**src/rtl/dmem_arb_pkg.sv**
```systemverilog
// rtl/dmem_arb_pkg.sv - shared state and requester encodings for the dmem arbiter
package dmem_arb_pkg;

  typedef enum logic [1:0] {
    ARB_OPEN  = 2'd0,
    ARB_LOCK0 = 2'd1,
    ARB_LOCK1 = 2'd2
  } arb_state_e;

  localparam logic REQ_CORE = 1'b0;
  localparam logic REQ_DBG  = 1'b1;

endpackage

```
**src/rtl/dmem_arb_rsp.sv**
```systemverilog
// rtl/dmem_arb_rsp.sv - per-requester read response register, one-cycle latency
module dmem_arb_rsp #(
  parameter int DATA_WIDTH = 32
) (
  input  logic                  clk,
  input  logic                  rst_n,
  input  logic                  capture,
  input  logic [DATA_WIDTH-1:0] mem_rdata,
  output logic                  rsp_valid,
  output logic [DATA_WIDTH-1:0] rsp_rdata
);

  logic                  valid_q;
  logic [DATA_WIDTH-1:0] rdata_q;

  always_ff @(posedge clk or negedge rst_n) begin
    if (!rst_n) begin
      valid_q <= 1'b0;
      rdata_q <= '0;
    end else begin
      valid_q <= capture;
      if (capture) rdata_q <= mem_rdata;
    end
  end

  assign rsp_valid = valid_q;
  assign rsp_rdata = rdata_q;

endmodule

```
**src/rtl/dmem_arbiter.sv**
```systemverilog
// rtl/dmem_arbiter.sv - two-port round-robin dmem arbiter with lock support
// Optional stall counters are built when DMEM_ARB_STATS_EN is defined.
module dmem_arbiter
  import dmem_arb_pkg::*;
#(
  parameter int ADDR_WIDTH = 16,
  parameter int DATA_WIDTH = 32
) (
  input  logic                  clk,
  input  logic                  rst_n,
  input  logic                  m0_valid,
  output logic                  m0_ready,
  input  logic                  m0_wen,
  input  logic                  m0_lock,
  input  logic [ADDR_WIDTH-1:0] m0_addr,
  input  logic [DATA_WIDTH-1:0] m0_wdata,
  output logic                  m0_rsp_valid,
  output logic [DATA_WIDTH-1:0] m0_rsp_rdata,
  input  logic                  m1_valid,
  output logic                  m1_ready,
  input  logic                  m1_wen,
  input  logic                  m1_lock,
  input  logic [ADDR_WIDTH-1:0] m1_addr,
  input  logic [DATA_WIDTH-1:0] m1_wdata,
  output logic                  m1_rsp_valid,
  output logic [DATA_WIDTH-1:0] m1_rsp_rdata,
  output logic                  mem_wen,
  output logic [ADDR_WIDTH-1:0] mem_addr,
  output logic [DATA_WIDTH-1:0] mem_wdata,
  input  logic [DATA_WIDTH-1:0] mem_rdata
`ifdef DMEM_ARB_STATS_EN
  ,
  output logic [31:0]           stall0_cnt,
  output logic [31:0]           stall1_cnt
`endif
);

  arb_state_e state_q;
  logic       prio_q;
  logic       gnt0, gnt1, any_gnt, acc_lock, gnt_idx;

  always_comb begin
    gnt0 = 1'b0;
    gnt1 = 1'b0;
    case (state_q)
      ARB_LOCK0: gnt0 = m0_valid;
      ARB_LOCK1: gnt1 = m1_valid;
      default: begin
        if (m0_valid && m1_valid) begin
          gnt0 = (prio_q == REQ_CORE);
          gnt1 = (prio_q == REQ_DBG);
        end else begin
          gnt0 = m0_valid;
          gnt1 = m1_valid;
        end
      end
    endcase
  end

  assign any_gnt  = gnt0 | gnt1;
  assign gnt_idx  = gnt1 ? REQ_DBG : REQ_CORE;
  assign acc_lock = gnt1 ? m1_lock : m0_lock;

  assign m0_ready  = gnt0;
  assign m1_ready  = gnt1;
  assign mem_wen   = gnt1 ? m1_wen : (gnt0 & m0_wen);
  assign mem_addr  = gnt1 ? m1_addr : m0_addr;
  assign mem_wdata = gnt1 ? m1_wdata : m0_wdata;

  // Pointer always lands on the requester that was not just served.
  always_ff @(posedge clk or negedge rst_n) begin
    if (!rst_n) begin
      state_q <= ARB_OPEN;
      prio_q  <= REQ_CORE;
    end else if (any_gnt) begin
      case (state_q)
        ARB_OPEN: begin
          prio_q <= ~gnt_idx;
          if (acc_lock) state_q <= gnt1 ? ARB_LOCK1 : ARB_LOCK0;
        end
        default: begin
          if (!acc_lock) begin
            state_q <= ARB_OPEN;
            prio_q  <= ~gnt_idx;
          end
        end
      endcase
    end
  end

  dmem_arb_rsp #(.DATA_WIDTH(DATA_WIDTH)) u_rsp0 (
    .clk       (clk),
    .rst_n     (rst_n),
    .capture   (gnt0 & ~m0_wen),
    .mem_rdata (mem_rdata),
    .rsp_valid (m0_rsp_valid),
    .rsp_rdata (m0_rsp_rdata)
  );

  dmem_arb_rsp #(.DATA_WIDTH(DATA_WIDTH)) u_rsp1 (
    .clk       (clk),
    .rst_n     (rst_n),
    .capture   (gnt1 & ~m1_wen),
    .mem_rdata (mem_rdata),
    .rsp_valid (m1_rsp_valid),
    .rsp_rdata (m1_rsp_rdata)
  );

`ifdef DMEM_ARB_STATS_EN
  logic [31:0] stall0_q, stall0_d, stall1_q, stall1_d;

  always_comb begin
    stall0_d = stall0_q;
    stall1_d = stall1_q;
    if (m0_valid && !gnt0 && stall0_q != 32'hFFFF_FFFF) stall0_d = stall0_q + 32'd1;
    if (m1_valid && !gnt1 && stall1_q != 32'hFFFF_FFFF) stall1_d = stall1_q + 32'd1;
  end

  always_ff @(posedge clk or negedge rst_n) begin
    if (!rst_n) begin
      stall0_q <= '0;
      stall1_q <= '0;
    end else begin
      stall0_q <= stall0_d;
      stall1_q <= stall1_d;
    end
  end

  assign stall0_cnt = stall0_q;
  assign stall1_cnt = stall1_q;
`endif

endmodule

```
**config.mk**
```make
export PLATFORM = sky130hd
export DESIGN_NAME = dmem_arbiter
export DESIGN_NICKNAME = d
export VERILOG_FILES = /design/src/rtl/dmem_arb_pkg.sv /design/src/rtl/dmem_arb_rsp.sv /design/src/rtl/dmem_arbiter.sv
export SDC_FILE = /design/constraint.sdc
export NUM_CORES = 1
export LEC_CHECK = 0
export CAP_MARGIN = 40
export CELL_PAD_IN_SITES_DETAIL_PLACEMENT = 1
export CELL_PAD_IN_SITES_GLOBAL_PLACEMENT = 1
export CORE_MARGIN = 2
export CORE_UTILIZATION = 27
export CTS_CLUSTER_DIAMETER = 50
export CTS_CLUSTER_SIZE = 40
export DETAILED_ROUTE_END_ITERATION = 6
export GPL_TIMING_DRIVEN = 0
export MAX_ROUTING_LAYER = met4
export PLACE_DENSITY_LB_ADDON = 0.1
export SLEW_MARGIN = 5
export SYNTH_ARGS = -nofsm -noshare
export SYNTH_HDL_FRONTEND = slang
export SYNTH_SLANG_ARGS = --single-unit
```
**constraint.sdc**
```tcl
create_clock -name clk -period 6.75 [get_ports clk]
set_input_delay 0.675 -clock clk [delete_from_list [all_inputs] [get_ports clk]]
set_output_delay 0.675 -clock clk [all_outputs]
set_load 0.01 [all_outputs]
```
==> results of run 1 <==
-- metal layers --
metal	wire, µm	vias up	part of all wire [%]	track usage (%)
met5	0	-	0	-
met4	121	0	1.0	4.76
met3	1040	10	8.7	6.02
met2	6080	146	51	29.8
met1	4650	1438	39	20.7
li1	-	1337	-	-
-- registers in the layout (all words and copies together), names as in the netlist --
signal	flops
prio_q	1
state_q	2
u_rsp1.rsp_rdata	32
u_rsp1.rsp_valid	1
u_rsp0.rsp_rdata	32
u_rsp0.rsp_valid	1
-- path summary, 6_finish.rpt --
check                                           from                    to  slack, ps  cells after the start
min in group clk                u_rsp0.rsp_rdata[20]  u_rsp0.rsp_rdata[20]        510                      1
max in group asynchronous                      rst_n   u_rsp1.rsp_rdata[6]       5940                      2
worst min register to register  u_rsp0.rsp_rdata[20]  u_rsp0.rsp_rdata[20]        510                      1
worst min-delay path                           rst_n  u_rsp1.rsp_rdata[23]        260                      1
worst max-delay path                      state_q[0]           mem_addr[8]       3160                      7
worst max register to register            state_q[0]            state_q[0]       3870                     10
-- Yosys cell counts, types with 2 or more instances --
| cell type | n |
|---|---|
| nand2b_1 | 2 |
| nand4_1 | 2 |
| buf_6 | 4 |
| buf_2 | 7 |
| ha_1 | 4 |
| nand3_1 | 2 |
| mux2_4 | 29 |
| mux2_2 | 83 |
| inv_1 | 6 |
| buf_4 | 2 |
| dfrtp_1 | 69 |
-- through the flow --
| step | cell area, µm² | worst slack (ps) | utilization (%) | cells | hold slack (ps) |
|---|---|---|---|---|---|
| global route | 6500 | 2960 | 52.1 | 664 | 276 |
| floorplan | 3410 | 4140 | - | 225 | 379 |
| CTS | 6500 | 3080 | 52.1 | 664 | 263 |
| detailed placement | 6150 | 3450 | 49.4 | 649 | 495 |
| global placement | 6130 | 2600 | 49.2 | 648 | 486 |
| finish | 6500 | 3160 | 52.1 | 664 | 263 |
-- power groups by stage --
stage	logic [µW]	clock network [µW]	registers (µW)
after global placement	1490	0	729
after CTS	1520	562	741
after detailed placement	1500	0	741
after global routing	1590	581	765
final	1490	543	738
after floorplan	604	0	823
-- cell families (layout without fill, tap and decap cells) --
group / Yosys count / in the layout / synth area share [%]
flip-flops: 69 / 69 / 50.7
AO/OA/AOI/OAI: 8 / 8 / 1.58
AND/OR/NAND/NOR: 11 / 11 / 2.17
multiplexers: 113 / 113 / 40.5
buffers and inverters: 20 / 287 / 3.56
adder cells (fa/ha/maj): 4 / 4 / 1.47
-- final cells by class --
cell class | instances | area [µm²]
Fill cell | 1290 | 5970
Timing Repair Buffer | 252 | 2530
Sequential cell | 69 | 1730
Multi-Input combinational cell | 136 | 1560
Clock buffer | 11 | 253
Tap cell | 172 | 215
Clock inverter | 4 | 95.1
Buffer | 13 | 95.1
Inverter | 7 | 26.3
-- worst register-to-register path, cell delays in order, from the launching register on --
cell and delay (ps):
dfrtp_1 350, inv_1 80, ha_1 360, or3b_1 430, nand3_1 200, buf_4 230, inv_2 80, mux2_1 320
ha_1 300, a21boi_0 260, o32ai_1 140
==> impl_metrics.toml, run 1 <==
[timing]
finalSetupViolCount = 0
fin_crit_sh_pct = 53.2
tightestPinTransition_ps = 366
final_max_slew_viol_count = 0
tns_ps = 0
fin_crit_ps = 3590
slew_headroom_pct = 75.5
hold_viol_final = 0
finClkSkew_ps = 3.20
max_freq_ghz = 0.278
rsz0062_at_grt = "no"

[clock_network]
htreeDepth = 3
clockBufferDepth = 2
worstSkewPairLatency_ps = 320
ctsResizeCount = 0
cts_tree = "yes"
postCtsSetupBuffers = 0
path_clk_slew_ps = 50
cts_root_buffer = "clkbuf_16"
cts_made_buffers = 9
postCtsHoldBufs = 0
cts.sinks = 69

[global_route]
grt_overflow_total = 0
grt_usage_pct = 17.9
grt_pass1_wl_um = 17600
grt_pass1_vias = 3254
grt_start_max_net_pins = 44
antenna_found_initial = 0

[floorplanning]
die_w_um = 116
start_util_pct = 27.3
io-pin-count = 253
core.rowCount = 41
coreArea_um2 = 12500
dieHeight_um = 116
die-area_um2 = 13500

[logic_synthesis]
synth_seq_cells = 69
synth-edff-count = 0
yosysWarnings = 0
synth.distinct_cells = 26
avgSynthCellArea_um2 = 15.1
synthCells = 225
synth_top_cells_by_area = "dfrtp_1 51%, mux2_2 27%, mux2_4 13%, ha_1 1.5%, buf_6 1.3%"
synth_area_um2 = 3410
async_flop_share_pct = 100
synth.top_cell.area_share_pct = 50.7
yosys.area.top_type = "dfrtp_1"
seq_area_frac_synth_pct = 50.7
synth_fp_nets = 365
synthFlopType = "dfrtp_1"

[pwr]
vdd_drop_max_mv = 0.139
powerDensity_nw_per_um2 = 426
intPower_uw = 1940
p_leak_uw = 0.00270
switching_share_pct = 30.0
switching_power_uw = 830
combPwrFrac_pct = 53.7
finalPower_uw = 2770
seqPwrFrac_pct = 26.6
power_frac_clock_pct = 19.6

[cells_and_area]
final_cell_mix = "250 x clkdlybuf4s50_1, 83 x mux2_2, 69 x dfrtp_1"
nNetsFinal = 628
drive_gt1_share_pct = 29.1
layout_commonest_cell = "clkdlybuf4s50_1"
antenna_cells = 0
area_delta_synth_final_pct = 90.8

[worst_setup_path]
critPathTopFamily = "buffers and inverters"
critical_path_buf_inv_count = 3
cp-end-kind = "output pin"
max_stage_delay_ps = 520
crit_path_cell_trace = "inv_1, ha_1, or3b_1, nand3_1, buf_2, mux2_2, clkdlybuf4s50_1"
critPathLaunchType = "flop"
crit_fanout = 10
criticalPathCategory = "reg2out"
required_ps = 6070
slowest_stage = "clkdlybuf4s50_1"
cp.arrival_ps = 2920

[min_path]
worstHoldPathType = "in2async"

[route]
ant_nets = 0
avgViaCountPerCell = 4.41
routed_wl_um = 11900
wl_per_cell_um = 17.9
drc_errors = 0
dr.pass1.iters = 4
vias = 2931
drtIter0Drc = 90

[job]
cap_viol_max_count = 0

[placed_design]
port_buffers = 251
place.gp.congestion = 0.746
place_hpwl_um = 9670

[status]
status = "finished clean"
No activity file was read; power rests on OpenSTA's default activity.
==> inputs of run 2 (changes only) <==
- CORE_UTILIZATION: 27 -> 23
- clock period: 6.75 -> 3.25 ns (I/O delays scaled with it)
==> run 2 against run 1 <==
Combinational power rose by 110%. Clock skew rose by 1.2 ps. Highest routed layer unchanged. Flip-flop and latch count did not move. First-iteration DRC count fell by 40%. Largest power group unchanged. Sequential share of layout area fell by 0.29 points. Critical path depth did not move. Non-clock buffer count rose by 1.
==> impl_metrics.toml, run 2 (synthesis gave the netlist of run 1 again) <==
[status]
status = "finished clean"

[global_route]
antenna_found_initial = 0
grt_usage_pct = 15.9
grt_start_max_net_pins = 54
grt_pass1_vias = 3449
grt_pass1_wl_um = 18900
grt_overflow_total = 0

[floorplanning]
die-area_um2 = 15800
die_w_um = 126
core.rowCount = 44
coreArea_um2 = 14500
dieHeight_um = 126
start_util_pct = 23.5
io-pin-count = 253

[worst_setup_path]
critPathTopFamily = "buffers and inverters"
criticalPathCategory = "reg2out"
crit_fanout = 10
required_ps = 2920
critical_path_buf_inv_count = 3
cp.arrival_ps = 2810
cp-startpoint = "state_q[0]"
path_depth = 7
r2r-start = "state_q[0]"
max_stage_delay_ps = 510
crit_path_cell_trace = "inv_1, ha_1, or3b_1, nand3_2, buf_4, mux2_2, clkdlybuf4s50_1"
slowest_stage = "clkdlybuf4s50_1"
cp-end-kind = "output pin"
critPathLaunchType = "flop"
r2r_cells = 10
reg2reg_slack_ps = 400

[clock_network]
clockBufferDepth = 2
cts_root_buffer = "clkbuf_16"
htreeDepth = 3
path_clk_slew_ps = 60
cts.sinks = 69
cts_made_buffers = 9
cts_tree = "yes"
worstSkewPairLatency_ps = 320
postCtsSetupBuffers = 0

[route]
wl_per_cell_um = 17.9
drtIter0Drc = 54
vias = 2949
ant_nets = 0
routed_wl_um = 12100
drc_errors = 0
avgViaCountPerCell = 4.35
dr.pass1.iters = 3

[placed_design]
place.gp.congestion = 0.740
dpl.cell_count = 661
dpl_cell_area_um2 = 6170
port_buffers = 251
place_hpwl_um = 9980

[timing]
fin_crit_sh_pct = 96.4
finalSetupViolCount = 0
rsz0062_at_grt = "yes"
max_freq_ghz = 0.319
tightestPinTransition_ps = 339
slew_headroom_pct = 77.3
finClkSkew_ps = 4.41
hold_ws_ps = 361
final_max_slew_viol_count = 0
fin_crit_ps = 3130
hold_viol_final = 0

[pwr]
vdd_drop_max_mv = 0.281
p_leak_uw = 0.00275
intPower_uw = 4050
switching_share_pct = 30.0
seqPwrFrac_pct = 26.3
combPwrFrac_pct = 53.6
switching_power_uw = 1740
power_frac_clock_pct = 20.1
powerDensity_nw_per_um2 = 881

[cells_and_area]
final_area_um2 = 6570
nNetsFinal = 629
area_delta_synth_final_pct = 92.9
layout_commonest_cell = "clkdlybuf4s50_1"
stdcell_count = 678
antenna_cells = 0
final_cell_mix = "246 x clkdlybuf4s50_1, 83 x mux2_2, 69 x dfrtp_1"
drive_gt1_share_pct = 29.4

[min_path]
whs_path_depth = 3
worstHoldPathType = "in2reg"
min-delay-start = "m0_valid"

[job]
cap_viol_max_count = 0
## run 2: area by class of cell
type / count / area, µm²
clock buffer: 11 / 253
buffer: 13 / 109
tap: 184 / 230
inverter: 7 / 26.3
timing repair buffer: 253 / 2560
clock inverter: 5 / 106
multi-input combinational: 136 / 1560
sequential: 69 / 1730
fill: 1502 / 7910
## run 2: worst reg2reg max path, stage by stage, from the launching register on
cell and delay (ps):
dfrtp_1 350, inv_1 80, ha_1 360, or3b_1 440, nand3_2 170, buf_4 210, inv_2 90, mux2_1 330
ha_1 300, a21boi_0 240, o32ai_1 140
## run 2: what timing repair did
| action | CTS | global route |
|---|---|---|
| endpoints found under the setup margin | 41 | 21 |
| gates resized for setup | 5 | 5 |
| hold buffers | 1 | 0 |
| hold endpoints to repair | 16 | 0 |
| gates cloned | 0 | 0 |
## run 2: power groups by stage
stage / logic, µW / registers, µW / clock network (µW)
2_1_floorplan: 1250 / 1710 / 0
3_3_place_gp: 3100 / 1510 / 0
3_5_place_dp: 3140 / 1540 / 0
4_1_cts: 3170 / 1530 / 1190
5_1_grt: 3310 / 1590 / 1230
6_report: 3100 / 1530 / 1160
## run 2: through the flow
stage                     total power [µW]  setup TNS [ps]  setup WS (ps)  util [%]
after floorplan                       2960               0            680         -
after global placement                4610          -44100           -646      42.5
after detailed placement              4680               0            226      42.6
after CTS                             5900               0           32.5      45.3
after global routing                  6130            -261          -32.2      45.4
final                                 5790               0            117      45.4
## run 2: metal layers
layer | track usage (%) | vias up | share of wire (%) | wire length, µm
met1 | 16.4 | 1447 | 37 | 4450
met4 | 3.59 | 0 | 0.96 | 117
met3 | 6.29 | 9 | 9.8 | 1190
met5 | - | - | 0 | 0
met2 | 28.5 | 149 | 53 | 6380
li1 | - | 1344 | - | -
## run 2: worst paths after layout
| kind | end |
|---|---|
| worst max-delay path | mem_wdata[1] |
| worst min-delay path | prio_q |
| worst max register to register | state_q[0] |
| worst min register to register | u_rsp0.rsp_rdata[20] |
| max in group asynchronous | u_rsp0.rsp_rdata[4] |
| min in group asynchronous | u_rsp1.rsp_rdata[25] |
==> inputs of run 3 (changes only) <==
- CORE_ASPECT_RATIO: default -> 1.75
==> run 3 against run 2 <==
Core utilization down 0.61 points. Non-clock buffer count stayed put. Combinational power hardly changed. Cell area down 1.6%. Critical path depth unchanged. Worst setup slack got worse by 17 ps. Wire length increased by 2.6%. Highest routed layer unchanged.
==> impl_metrics.toml, run 3 (synthesis gave the netlist of run 1 again) <==
[route]
ant_nets = 0
routed_wl_um = 12500
dr.pass1.iters = 4
avgViaCountPerCell = 4.39
wl_per_cell_um = 18.5
drtIter0Drc = 36
drc_errors = 0
vias = 2956

[timing]
final_max_slew_viol_count = 0
hold_viol_final = 0
rsz0062_at_grt = "yes"
layout_setup_ws_ps = 100
fin_crit_ps = 3150
slew_headroom_pct = 76.7
finClkSkew_ps = 5.46
finalSetupViolCount = 0
tightestPinTransition_ps = 348
max_freq_ghz = 0.317
fin_crit_sh_pct = 96.9

[floorplanning]
start_util_pct = 23.6
dieHeight_um = 165
coreArea_um2 = 14400
core.rowCount = 58
io-pin-count = 253
die-area_um2 = 15800
die_w_um = 96.0

[cells_and_area]
multi_input_area_um2 = 1560
final_cell_mix = "248 x clkdlybuf4s50_1, 83 x mux2_2, 69 x dfrtp_1"
antenna_cells = 0
drive_gt1_share_pct = 29.0
fill_cells = 1515
nNetsFinal = 629
ff_latch_area_um2 = 1730
area_delta_synth_final_pct = 89.8
final_util_pct = 44.8
layout_commonest_cell = "clkdlybuf4s50_1"

[global_route]
antenna_found_initial = 0
grt_pass1_vias = 3444
grt_start_max_net_pins = 58
grt_usage_pct = 15.9
grt_overflow_total = 0
grt_pass1_wl_um = 17900

[job]
cap_viol_max_count = 0

[worst_setup_path]
reg2reg_slack_ps = 350
timing.rr.end = "state_q[0]"
max_stage_delay_ps = 530
critical_path_buf_inv_count = 3
crit_fanout = 10
required_ps = 2920
criticalPathCategory = "reg2out"
cp-end-kind = "output pin"
r2r_cells = 10
critPathLaunchType = "flop"
critPathTopFamily = "buffers and inverters"
crit_path_cell_trace = "inv_1, ha_1, or3b_1, nand3_2, buf_4, mux2_2, clkdlybuf4s50_1"
slowest_stage = "clkdlybuf4s50_1"
r2r-start = "state_q[0]"
cp.arrival_ps = 2830

[status]
status = "finished clean"

[min_path]
min-delay-start = "m0_valid"
whs_path_depth = 3
min_to = "prio_q"
worstHoldPathType = "in2reg"

[pwr]
vdd_drop_max_mv = 0.287
finalPower_uw = 5510
p_leak_uw = 0.00269
powerDensity_nw_per_um2 = 853

[clock_network]
htreeDepth = 3
cts_root_buffer = "clkbuf_16"
cts_made_buffers = 9
clockBufferDepth = 2
postCtsSetupBuffers = 0
path_clk_slew_ps = 50
worstSkewPairLatency_ps = 330
cts_tree = "yes"
cts.sinks = 69

[placed_design]
place_hpwl_um = 10300
place.gp.congestion = 0.794
port_buffers = 251
dp_slack_ps = 232
run 3: area by class of cell:
type,instances,area share (%)
Sequential cell,69,26.7
Clock buffer,11,3.75
Buffer,13,1.63
Tap cell,180,3.48
Multi-Input combinational cell,136,24.2
Timing Repair Buffer,253,39.5
Inverter,7,0.406
Clock inverter,4,0.387
run 3: timing repair:
action / in CTS / in global routing
setup endpoints to repair: 42 / 17
resized for setup: 4 / 3
hold endpoints to repair: 12 / 0
hold buffers: 1 / 0
run 3: per-stage QoR:
step / TNS, ps / instances / hold WS (ps) / instance area (µm²)
final: 0 / 673 / 345 / 6470
after global routing: -62.9 / 673 / 374 / 6470
after CTS: 0 / 673 / 335 / 6460
after detailed placement: 0 / 657 / 192 / 6170
after global placement: -35560 / 656 / 488 / 6140
after floorplan: 0 / 225 / 29.4 / 3410
run 3: how the worst max path moves through the flow:
| stage | endpoint | slack, ps | startpoint | cells after the start |
|---|---|---|---|---|
| after floorplan | state_q[0] | 680 | state_q[0] | 10 |
| after global placement | u_rsp0.rsp_rdata[8] | -530 | rst_n | 1 |
| after detailed placement | state_q[0] | 230 | state_q[0] | 10 |
| after CTS | mem_wen | 10 | state_q[0] | 8 |
| after global routing | mem_wdata[20] | -10 | state_q[0] | 7 |
| final | mem_wdata[31] | 100 | state_q[0] | 7 |
run 3: power breakdown:
group	total (µW)	internal (µW)	leakage (µW)	switching, µW
logic	3110	1960	0.00174	1150
clock network	878	529	0.000127	348
registers	1520	1290	0.000820	229
total	5510	3790	0.00269	1730
run 3: per-layer routing:
layer,track usage [%],part of all wire [%],routed length (µm),up-vias
li1,-,-,-,1334
met1,16.6,37,4570,1427
met2,28.3,53,6560,187
met3,4.79,9.3,1160,8
met4,4.87,1.3,163,0
met5,-,0,0,-
run 3: worst reg2reg max path: stages, from the launching register on:
cell	delay [ps]
dfrtp_1	350
inv_1	80
ha_1	350
or3b_1	440
nand3_2	160
buf_4	230
inv_2	100
mux2_1	340
ha_1	300
a21boi_0	270
o32ai_1	140
